### config.mk
export PLATFORM = sky130hd
export DESIGN_NAME = seq_game_ctrl
export DESIGN_NICKNAME = d
export VERILOG_FILES = /design/src/rtl/game_pkg.sv /design/src/rtl/state_timer.sv /design/src/rtl/seq_game_ctrl.sv
export SDC_FILE = /design/constraint.sdc
export NUM_CORES = 1
export LEC_CHECK = 0
export ABC_CLOCK_PERIOD_IN_PS = 1850
export CAP_MARGIN = 20
export CORE_AREA = 4 4 46 48
export DETAILED_ROUTE_END_ITERATION = 16
export DIE_AREA = 0 0 50 52
export PLACE_DENSITY = 0.72
export SETUP_SLACK_MARGIN = 0.2
export SLEW_MARGIN = 20
export SYNTH_ARGS = -nofsm -noshare
export SYNTH_HDL_FRONTEND = slang
export SYNTH_SLANG_ARGS = --single-unit
### constraint.sdc
create_clock -name clk -period 1.85 [get_ports clk]
set_input_delay 0.185 -clock clk [delete_from_list [all_inputs] [get_ports clk]]
set_output_delay 0.185 -clock clk [all_outputs]
set_load 0.1 [all_outputs]
### src/rtl/game_pkg.sv
// Shared definitions for the memory-match game controller: 3-bit state
// encodings and a small state-classification helper.
package game_pkg;

    typedef logic [2:0] state_t;

    localparam state_t S_IDLE = 3'd0;
    localparam state_t S_GEN  = 3'd1;
    localparam state_t S_ADDR = 3'd2;
    localparam state_t S_CMP  = 3'd3;
    localparam state_t S_WIN  = 3'd4;
    localparam state_t S_DONE = 3'd5;
    localparam state_t S_FAIL = 3'd6;

    // States in which the player is being waited on (subject to the round timeout).
    function automatic logic is_wait_state(input state_t s);
        return (s == S_ADDR) || (s == S_CMP);
    endfunction

endpackage

### src/rtl/state_timer.sv
// Per-state cycle timer. Counts cycles while enabled, restarts on clear, and
// flags the TIMEOUT_CYC-th consecutive enabled cycle so the owner can leave
// the state at the end of that cycle. The count saturates instead of wrapping.
module state_timer #(
    parameter int TIMEOUT_CYC = 1000
) (
    input  logic clk,
    input  logic rst,
    input  logic clear,
    input  logic enable,
    output logic expired
);

    localparam int TMW = $clog2(TIMEOUT_CYC + 1);
    localparam logic [TMW-1:0] CNT_MAX  = TMW'(TIMEOUT_CYC);
    localparam logic [TMW-1:0] CNT_LAST = TMW'(TIMEOUT_CYC - 1);

    logic [TMW-1:0] count;

    // Count completed cycles in the current state; clear restarts on a state change.
    always_ff @(posedge clk) begin
        if (rst || clear) begin
            count <= '0;
        end else if (enable && (count != CNT_MAX)) begin
            count <= count + 1'b1;
        end
    end

    // count holds the cycles already spent, so count==TIMEOUT_CYC-1 is the last allowed cycle.
    assign expired = enable && (count >= CNT_LAST);

endmodule

### src/rtl/seq_game_ctrl.sv
// Multi-round controller for the memory-match game:
//   IDLE -> GEN -> ADDR -> CMP -> WIN/FAIL, repeated for ROUNDS rounds, with a
//   per-round retry limit and saturating round/score/tries counters.
// Optional feature macro: ROUND_TIMEOUT_EN adds a TIMEOUT_CYC-cycle limit on
// the ADDR and CMP states (expiry -> FAIL). Without it those states wait forever.
module seq_game_ctrl
    import game_pkg::*;
#(
    parameter int ROUNDS      = 4,
    parameter int MAX_TRIES   = 3,
    parameter int TIMEOUT_CYC = 1000
) (
    input  logic                           clk,
    input  logic                           rst,
    input  logic                           start,
    input  logic                           next,
    input  logic                           confirm,
    input  logic                           abort,
    input  logic                           cmp_valid,
    input  logic                           match,
    output state_t                         state,
    output logic [$clog2(ROUNDS+1)-1:0]    round,
    output logic [$clog2(MAX_TRIES+1)-1:0] tries_left,
    output logic [$clog2(ROUNDS+1)-1:0]    score,
    output logic                           gen_pulse,
    output logic                           done,
    output logic                           fail
);

    localparam int RW = $clog2(ROUNDS + 1);
    localparam int TW = $clog2(MAX_TRIES + 1);

    localparam logic [RW-1:0] LAST_ROUND = RW'(ROUNDS - 1);
    localparam logic [RW-1:0] SCORE_MAX  = RW'(ROUNDS);
    localparam logic [TW-1:0] TRIES_INIT = TW'(MAX_TRIES);

    state_t          state_nxt;
    logic [RW-1:0]   round_nxt;
    logic [RW-1:0]   score_nxt;
    logic [TW-1:0]   tries_nxt;
    logic            timeout;

`ifdef ROUND_TIMEOUT_EN
    // Round timer restarts whenever the state is about to change.
    state_timer #(
        .TIMEOUT_CYC (TIMEOUT_CYC)
    ) u_state_timer (
        .clk     (clk),
        .rst     (rst || abort),
        .clear   (state_nxt != state),
        .enable  (is_wait_state(state)),
        .expired (timeout)
    );
`else
    assign timeout = 1'b0;

    // Keeps the timeout parameter referenced in builds without the timer.
    logic unused_timeout_cfg;
    assign unused_timeout_cfg = (TIMEOUT_CYC != 0);
`endif

    // Next-state and counter decode; abort overrides every transition.
    always_comb begin
        // NOTE: every output of this block gets a default first so no path leaves it unassigned (no latches).
        state_nxt = state;
        round_nxt = round;
        score_nxt = score;
        tries_nxt = tries_left;

        if (abort) begin
            state_nxt = S_IDLE;
            round_nxt = '0;
            score_nxt = '0;
            tries_nxt = TRIES_INIT;
        end else begin
            case (state)
                S_IDLE: begin
                    if (start) begin
                        state_nxt = S_GEN;
                        round_nxt = '0;
                        score_nxt = '0;
                        tries_nxt = TRIES_INIT;
                    end
                end
                S_GEN: begin
                    if (next) state_nxt = S_ADDR;
                end
                S_ADDR: begin
                    if (timeout)      state_nxt = S_FAIL;
                    else if (confirm) state_nxt = S_CMP;
                end
                S_CMP: begin
                    // A matcher result arriving on the expiry cycle beats the timeout.
                    if (cmp_valid) begin
                        if (match) begin
                            state_nxt = S_WIN;
                            if (score != SCORE_MAX) score_nxt = score + 1'b1;
                        end else if (tries_left <= TW'(1)) begin
                            state_nxt = S_FAIL;
                            tries_nxt = '0;
                        end else begin
                            state_nxt = S_ADDR;
                            tries_nxt = tries_left - 1'b1;
                        end
                    end else if (timeout) begin
                        state_nxt = S_FAIL;
                    end
                end
                S_WIN: begin
                    if (round == LAST_ROUND) begin
                        state_nxt = S_DONE;
                    end else begin
                        state_nxt = S_GEN;
                        round_nxt = round + 1'b1;
                        tries_nxt = TRIES_INIT;
                    end
                end
                S_DONE, S_FAIL: begin
                    // Counters stay visible until the next game starts.
                    if (start) state_nxt = S_IDLE;
                end
                default: state_nxt = S_IDLE;
            endcase
        end
    end

    // State/counter registers; gen_pulse fires on the cycle GEN is entered.
    always_ff @(posedge clk) begin
        // NOTE: sequential state uses non-blocking assignments so all registers update from pre-edge values.
        if (rst) begin
            state      <= S_IDLE;
            round      <= '0;
            score      <= '0;
            tries_left <= TRIES_INIT;
            gen_pulse  <= 1'b0;
        end else begin
            state      <= state_nxt;
            round      <= round_nxt;
            score      <= score_nxt;
            tries_left <= tries_nxt;
            gen_pulse  <= (state_nxt == S_GEN) && (state != S_GEN);
        end
    end

    // Terminal-state flags follow the state register directly.
    assign done = (state == S_DONE);
    assign fail = (state == S_FAIL);

endmodule
==> metrics.md, run 1 <==
| Metric | Value |
|---|---|
| Status | `completed` |
| Die width | `50 microns` |
| Sw frac | `26.8%` |
| Mapped cell area | `716 sq um` |
| Gr ovfl total | `0` |
| Fraction of layout cells with a size suffix above 1 | `roughly a third` |
| PwrDens | `542 mW/mm^2` |
| HP Class | `register to register` |
| Root Buffer Master | `clkbuf_4` |
| Synthesis warning total | `0` |
| Initial Util | `41.9%` |
| Clk buf depth | `2` |
| Crit path time final | `1550 ps` |
| FF-to-FF Start | `round[0]` |
| DRT Pass-1 Iters | `4` |
| Wirelength per Cell | `12.9 microns` |
| DR vias | `706` |
| Floorplan core area | `between 0.0015 and 0.002 sq mm` |
| Overall Global Routing Usage | `13.6%` |
| Worst-Margin Slew | `420 ps` |
| Initial DRC Count | `11` |
| Die height | `between 50 and 60 microns` |
| Critical Path Start Type | `register` |
| Gpl congestion | `~0.8` |
| CTS Hold Bufs | `0` |
| Setup_tns | `0 ps` |
| RSZ-0062 raised after global routing | `false` |
| Synthesized flop and latch total | `12` |
| TritonCTS Buffers | `3` |
| Worst rel slew slack | `71.8%` |
| Worst Reg-to-Reg Cells | `6` |
| Yosys top cell area share | `33.6%` |
| Maximum VDD drop | `0.206 mV` |
| Filler cells | `159` |
| Syn Area/Cell | `roughly 8 sq um` |
| Share of the yosys chip area belonging to registers | `between 30% and 40%` |
| Clk Latency, worst-skew pair | `around 270 ps` |
| CTS H-tree depth | `1` |
| Worst Skew | `2.28 ps` |
| Area leader, netlist | `dfxtp_1` |
| Max Clock Freq | `0.646 GHz` |
| P_sw | `0.000145 W` |
| Area contributors post-synth | `dfxtp_1 34%, ha_1 7.0%, a21oi_1 6.3%` |
| Leak | `0.376 nW` |
| CP max FO | `4` |
| CTS tree | `yes` |
| Nets | `120` |
| Final Hold Viols | `0` |
| R2R Setup Slk | `300 ps` |
| Dpl hpwl | `1250 microns` |
| Global-route wire length before repair | `2730 microns` |
| Buffers on Ports | `21` |
| Drt drc | `0` |
| Reg2reg end | `gen_pulse` |
| Clock sinks | `12` |
| WL final | `1700 microns` |
| Synth unique cells | `33` |
| DIE AREA | `0.00260 sq mm` |
| Crit path capture type | `register` |
| WP data required | `~2100 ps` |
| CP Capture Point | `gen_pulse` |
| # rows | `15` |
| Area grow syn2layout | `39.9%` |
| Crit share post-route | `83.6%` |
| Pre-CTS setup slack | `around 140 ps` |
| Setup ws final | `303 ps` |
| Final setup violation count | `0` |
| Final ANT Viol Nets | `0` |
| Post-synth EDFFs | `0` |
| Diode count | `0` |
| Post-synth top flop | `dfxtp_1` |
| Largest net degree at the start of global routing | `21` |
| Worst setup path startpoint | `round[0]` |
| Vias in the first global route | `623` |
| Io pins | `22` |
| Gate Count Post-Synth | `87` |
| Post-cts resize count | `0` |
| Clock Pin Slew Worst Setup and Hold Paths | `90 ps` |
| P_int | `0.000397 W` |
| Combinational power share | `12.7%` |
| Syn_nets | `a little under 100` |
| Clock power frac | `40.1%` |
| Post-synth ARST share | `0%` |
| Final slew viol count | `0` |
| Via density | `5.35` |
| Antenna violations before repair | `0` |
| Postcts setup bufs | `0` |
| Max-cap violations | `0` |
| Critical path class | `register to register` |
| Worst Path Arrival | `between 1500 and 2000 ps` |
| Seq pwr share | `47.1%` |
[sequential cells by signal, summed over array words and instances (netlist names)]
name        count
round           3
score           3
state           3
tries_left      2
gen_pulse       1
[cell usage in the layout (no fill, tap or decap), drive strengths merged, types with 2 or more instances in the layout]
master	instances
or2	2
ha	4
dfxtp	12
a21oi	9
or3	2
nand3b	2
inv	7
clkbuf	4
and3b	2
nor2	5
nand4	3
nor4bb	2
buf	14
nand3	5
nand2	5
o21ai	4
nor2b	4
clkdlybuf4s50	7
[final cells by class]
class / count / area (sq um) / share of cell area, %
sequential: 12 / 273 / 27.3
multi-input combinational: 63 / 434 / 43.4
timing repair buffer: 21 / 200 / 20.0
tap: 25 / 31.3 / 3.13
inverter: 7 / 26.3 / 2.63
clock buffer: 4 / 36.3 / 3.62
[Yosys cell counts (all sizes together) (3+ instances only)]
cell type,number
nor2,5
o21ai,4
inv,7
a21oi,9
clkbuf,3
nand2,5
nand4,3
nor2b,4
nand3,5
ha,4
dfxtp,12
[stage by stage]
step                      power [W]  cells  util [%]  hold slack (ps)  cell area [sq um]
after floorplan            0.000302     87         -              323                756
after detailed placement   0.000331    128      56.0              475                957
after CTS                  0.000546    132      58.2              488                993
final                      0.000542    132      58.6              486               1000
after global placement     0.000330    128      56.0              468                957
after global routing       0.000560    132      58.6              512               1000
[critical path, stage by stage (launching register included)]
cell and delay, ps:
dfxtp_4 360, ha_1 190, ha_1 220, nor2b_1 150
o311ai_2 250, and4_1 220, and2_1 120
[worst min path at each step]
stage               startpoint             to  slack [ps]  cells after the start
finish                round[1]       round[1]         490                      2
global route          round[1]       round[1]         510                      2
CTS                   round[1]       round[1]         490                      2
detailed placement    round[1]       round[1]         480                      2
global placement      round[1]       round[1]         470                      2
floorplan                  rst  tries_left[1]         320                      2
[routing by layer]
layer	global-route usage (%)	part of all wire, %	up-vias
li1	-	-	353
met1	16.9	46	327
met2	22.2	46	24
met3	2.01	6.5	2
met4	8.29	1.3	0
met5	0	0	-
[cell families after synthesis]
group           count (synthesis)  share of synthesized area (%)
flops                          12                           33.6
fa+ha+maj                       4                           6.99
simple gates                   38                           33.0
xor+xnor                        1                           1.22
mux                             1                           1.40
compound gates                 19                           15.9
buf+inv                        12                           7.87
[power by group through the flow]
stage                     combinational [W]  clock, W  sequential [W]
final                             0.0000690  0.000218        0.000256
after global routing              0.0000744  0.000229        0.000256
after detailed placement          0.0000690         0        0.000262
after global placement            0.0000685         0        0.000262
after floorplan                   0.0000257         0        0.000277
after CTS                         0.0000692  0.000221        0.000255
No activity file was read; power rests on OpenSTA's default activity.
==> run 2, diff against run 1 <==
Settings changed: ABC_CLOCK_PERIOD_IN_PS 1850 to 1500.
Clock period 1.85 ns to 1.5 ns, I/O delays scaled along.
==> metrics.md, run 2 (synthesized netlist as in run 1, its figures left out) <==
| Metric | Value |
|---|---|
| WP data required | `1720 ps` |
| TritonCTS Buffers | `3` |
| Max stage delay on crit path | `360 ps` |
| Global-route wire length before repair | `3880 microns` |
| Final slew viol count | `0` |
| Seq pwr share | `about 49%` |
| Worst Skew | `1.05 ps` |
| Worst setup path startpoint | `round[0]` |
| Worst Path Arrival | `approximately 1600 ps` |
| Area grow syn2layout | `102%` |
| Final Hold Viols | `0` |
| Most common cell after layout, fill and taps aside | `buf_4` |
| Worst rel slew slack | `74.1%` |
| Vias in the first global route | `843` |
| CP most frequent cell | `ha_4` |
| Dpl hpwl | `1590 microns` |
| Critical path class | `register to register` |
| Fin cells | `157` |
| Initial DRC Count | `10` |
| Final setup violation count | `0` |
| Initial Util | `41.9%` |
| Worst min-delay path startpoint | `cmp_valid` |
| RSZ-0062 raised after global routing | `true` |
| Floorplan core area | `about 0.0017 sq mm` |
| # rows | `15` |
| Fin util | `about 85%` |
| FF-to-FF Start | `round[0]` |
| Clock Pin Slew Worst Setup and Hold Paths | `roughly 80 ps` |
| Combinational power share | `20.3%` |
| Status | `completed` |
| DIE AREA | `0.00260 sq mm` |
| Die width | `50 microns` |
| HP Class | `input pin to register` |
| Critical Path Start Type | `register` |
| Crit path capture type | `register` |
| DRT Pass-1 Iters | `5` |
| Buffers & Inverters on Critical Path | `0` |
| CP max FO | `2` |
| Top flop regs | `round (3), score (3), state (3)` |
| DR vias | `between 800 and 900` |
| Clk buf depth | `2` |
| Fin area | `0.00145 sq mm` |
| Max-cap violations | `0` |
| Clock power frac | `31.0%` |
| Leak | `about 0.57 nW` |
| Fraction of layout cells with a size suffix above 1 | `59.1%` |
| Crit share post-route | `94.5%` |
| P_sw | `0.000181 W` |
| Area after DPL | `0.00124 sq mm` |
| Max Clock Freq | `between 0.7 and 0.8 GHz` |
| Clock sinks | `12` |
| Root Buffer Master | `clkbuf_4` |
| Io pins | `22` |
| Maximum VDD drop | `0.433 mV` |
| Worst-Margin Slew | `slightly below 400 ps` |
| Gpl congestion | `about 0.86` |
| Overall Global Routing Usage | `between 15 and 20%` |
| Largest net degree at the start of global routing | `10` |
| Buffers on Ports | `21` |
| Wirelength per Cell | `15.1 microns` |
| Crit path time final | `1420 ps` |
| Placed Cells | `approximately 140` |
| Via density | `5.43` |
| PwrDens | `445 mW/mm^2` |
| Crit-path cells | `ha_4 -> ha_4 -> nor2b_4 -> o311ai_4 -> and4_1 -> and2_1` |
| Sw frac | `28.1%` |
| Antenna violations before repair | `0` |
| WL final | `~2400 microns` |
| CTS tree | `yes` |
| Diode count | `0` |
| P_int | `between 0.0004 and 0.0005 W` |
| Most frequent cells in the layout | `23 x buf_4, 14 x buf_12, 8 x dfxtp_4, 6 x a21oi_1, 6 x clkdlybuf4s50_1` |
| Drt drc | `0` |
| CTS H-tree depth | `1` |
| Die height | `52 microns` |
| Final ANT Viol Nets | `0` |
| Gr ovfl total | `0` |
| Slowest CP cell | `dfxtp_4` |
| Nets | `146` |
| Critical path's top delay family | `simple AND/OR/NAND/NOR gates` |
| Clk Latency, worst-skew pair | `around 270 ps` |
## run 2: cell types whose count changed in the layout (fill, tap and decap cells not counted), sizes merged
cell           previous run  this run
clkbuf                    4         3
buf                      14        40
dlygate4sd2               0         1
clkdlybuf4s50             7         6
## run 2: per-layer routing
metal	up-vias	track usage (%)	wire, microns
met2	37	35.7	1260
met4	0	11.1	40
met3	7	2.87	111
met5	-	0	0
met1	402	22.0	969
li1	407	-	-
## run 2: what timing repair did
item,4_1_cts,5_1_grt
gates resized for setup,16,7
pin swaps,5,8
hold buffers,0,0
endpoints found under the setup margin,10,11
setup buffers,9,3
## run 2: layout make-up
cell class,instances,area [sq um]
multi-input combinational,63,537
sequential,12,273
tap,25,31.3
clock buffer,3,22.5
timing repair buffer,47,559
inverter,7,26.3
fill,92,259
## run 2: stage by stage
| stage | TNS (ps) | total power [W] | hold WS (ps) | setup slack (ps) |
|---|---|---|---|---|
| after floorplan | -210 | 0.000374 | 288 | -73.5 |
| after global placement | -148 | 0.000432 | 505 | -103 |
| after detailed placement | -263 | 0.000435 | 513 | -138 |
| after CTS | 0 | 0.000641 | 484 | 95.8 |
| after global routing | 0 | 0.000667 | 536 | 24.3 |
| final | 0 | 0.000644 | 523 | 82.6 |
## run 2: power groups by stage
| stage | registers [W] | logic [W] | clock network [W] |
|---|---|---|---|
| after CTS | 0.000313 | 0.000126 | 0.000202 |
| after global placement | 0.000322 | 0.000110 | 0 |
| final | 0.000314 | 0.000131 | 0.000200 |
| after global routing | 0.000314 | 0.000138 | 0.000214 |
| after floorplan | 0.000341 | 0.0000323 | 0 |
| after detailed placement | 0.000323 | 0.000112 | 0 |
## run 2: tightest hold or removal path: cells and delay by family
| kind | cells | cell delay, ps |
|---|---|---|
| AOI/OAI and AO/OA | 1 | 60 |
| and+or+nand+nor | 2 | 210 |
| buffers and inverters | 2 | 350 |
## run 2: worst paths after layout
path | to | slack [ps] | cells past startpoint
setup / recovery | gen_pulse | 80 | 6
hold / removal | tries_left[1] | 520 | 5
setup reg to reg | gen_pulse | 80 | 6
hold reg to reg | tries_left[1] | 520 | 2
==> run 3, diff against run 2 <==
Settings changed: PLACE_DENSITY 0.72 to 0.76.
==> metrics.md, run 3 (synthesized netlist as in run 1, its figures left out) <==
| Metric | Value |
|---|---|
| Worst rel slew slack | `about two thirds` |
| Max-cap violations | `0` |
| Critical path class | `register to register` |
| DRT Pass-1 Iters | `4` |
| Critical Path Start Type | `register` |
| Final slew viol count | `0` |
| Final Hold Viols | `0` |
| # rows | `15` |
| Crit path capture type | `register` |
| Most common cell after layout, fill and taps aside | `buf_4` |
| RSZ-0062 raised after global routing | `true` |
| Drt drc | `0` |
| Leak | `0.610 nW` |
| Max stage delay on crit path | `360 ps` |
| Crit path time final | `1470 ps` |
| Antenna violations before repair | `0` |
| Seq pwr share | `44.6%` |
| Filler cells | `77` |
| CTS H-tree depth | `1` |
| Max Clock Freq | `0.681 GHz` |
| DIE AREA | `0.00260 sq mm` |
| Vias in the first global route | `around 830` |
| Io pins | `22` |
| P_sw | `0.000183 W` |
| CTS tree | `yes` |
| DR vias | `890` |
| Worst Skew | `around 2.6 ps` |
| Critical path's top delay family | `compound AO/OA/AOI/OAI gates` |
| WP data required | `between 1500 and 2000 ps` |
| HP Class | `input pin to register` |
| Diode count | `0` |
| Top flop regs | `round (3), score (3), state (3)` |
| Initial DRC Count | `21` |
| Fin area | `about 0.0015 sq mm` |
| Pre-CTS setup slack | `-139 ps` |
| PwrDens | `about 470 mW/mm^2` |
| Crit share post-route | `97.8%` |
| Dpl hpwl | `1450 microns` |
| Gr ovfl total | `0` |
| Worst-Margin Slew | `504 ps` |
| CTS Hold Bufs | `0` |
| Root Buffer Master | `clkbuf_4` |
| Final ANT Viol Nets | `0` |
| WL final | `2670 microns` |
| Clock power frac | `36.2%` |
| Clock Pin Slew Worst Setup and Hold Paths | `70 ps` |
| Gpl congestion | `0.847` |
| Slowest CP cell | `dfxtp_4` |
| Worst Path Arrival | `1630 ps` |
| Die width | `50 microns` |
| Area grow syn2layout | `109%` |
| Floorplan core area | `about 0.0017 sq mm` |
| Overall Global Routing Usage | `19.6%` |
| Clock sinks | `12` |
| TritonCTS Buffers | `3` |
| Nets | `151` |
| Buffers & Inverters on Critical Path | `1` |
| Wirelength per Cell | `about 16 microns` |
| Setup ws final | `roughly 33 ps` |
| Status | `completed` |
| Fraction of layout cells with a size suffix above 1 | `a little under three fifths` |
| Initial Util | `41.9%` |
| Die height | `52 microns` |
| Area after DPL | `0.00123 sq mm` |
| Clk Latency, worst-skew pair | `between 200 and 300 ps` |
| Via density | `between 5 and 6` |
| Largest net degree at the start of global routing | `10` |
| CP most frequent cell | `ha_4` |
| CP max FO | `5` |
| Crit-path cells | `ha_4 -> ha_4 -> buf_4 -> nand2_4 -> o211ai_1 -> a21oi_1 -> nor2_1` |
| Global-route wire length before repair | `3900 microns` |
| Sw frac | `a little over a quarter` |
| Buffers on Ports | `21` |
| Combinational power share | `19.3%` |
| Maximum VDD drop | `0.642 mV` |
| Fin util | `87.5%` |
| Most frequent cells in the layout | `24 x buf_4, 15 x buf_12, 8 x a21oi_1, 8 x dfxtp_4` |
| P_int | `0.000520 W` |
| Clk buf depth | `2` |
| Final setup violation count | `0` |
==> run 3: cell types whose count changed in the layout (fill, tap and decap cells not counted), moves of 2 or more <==
| cell | delta |
|---|---|
| a21oi_1 | +2 |
| a21oi_2 | -2 |
| buf_6 | +4 |
| nand2_1 | +3 |
| nand2_2 | -3 |
==> run 3: layer usage <==
metal  track usage [%]  wire (microns)
met5                 0               0
met4              11.1              76
met3              2.58             132
met2              34.6            1370
met1              22.7            1090
==> run 3: power by group through the flow <==
stage / logic [W] / registers (W) / clock network [W]
detailed placement: 0.000103 / 0.000323 / 0
CTS: 0.000118 / 0.000313 / 0.000263
global route: 0.000142 / 0.000314 / 0.000278
finish: 0.000135 / 0.000313 / 0.000254
global placement: 0.000101 / 0.000323 / 0
floorplan: 0.0000323 / 0.000341 / 0
==> run 3: cell type report <==
class	instances	area (sq um)	area share, %
sequential	12	273	18.3
timing repair buffer	52	617	41.3
multi-input combinational	63	510	34.2
clock buffer	4	36.3	2.43
tap	25	31.3	2.09
inverter	7	26.3	1.76
==> run 3: what timing repair did <==
item | in CTS | in global routing
setup buffers | 13 | 6
setup endpoints to repair | 10 | 12
resized for setup | 9 | 9
pin swaps | 9 | 1
==> run 3: worst paths after layout <==
kind	startpoint	to	slack, ps	depth (start not counted)
setup reg to reg	round[0]	round[0]	30	7
hold reg to reg	tries_left[1]	tries_left[1]	520	2
hold / removal	cmp_valid	tries_left[1]	520	5
setup / recovery	round[0]	round[0]	30	7
==> run 3: tightest hold or removal path: cells and delay by family <==
kind                   cells  cell delay (ps)
and+or+nand+nor            2              190
buffers and inverters      2              350
AOI/OAI and AO/OA          1               60
==> run 3: metrics by stage <==
step           hold WS [ps]  cells  total power (W)  TNS [ps]
2_1_floorplan           288     87         0.000374      -210
3_3_place_gp            504    140         0.000425      -173
3_5_place_dp            505    140         0.000426      -370
4_1_cts                 478    157         0.000694         0
5_1_grt                 541    163         0.000734     -83.6
6_report                519    163         0.000702         0
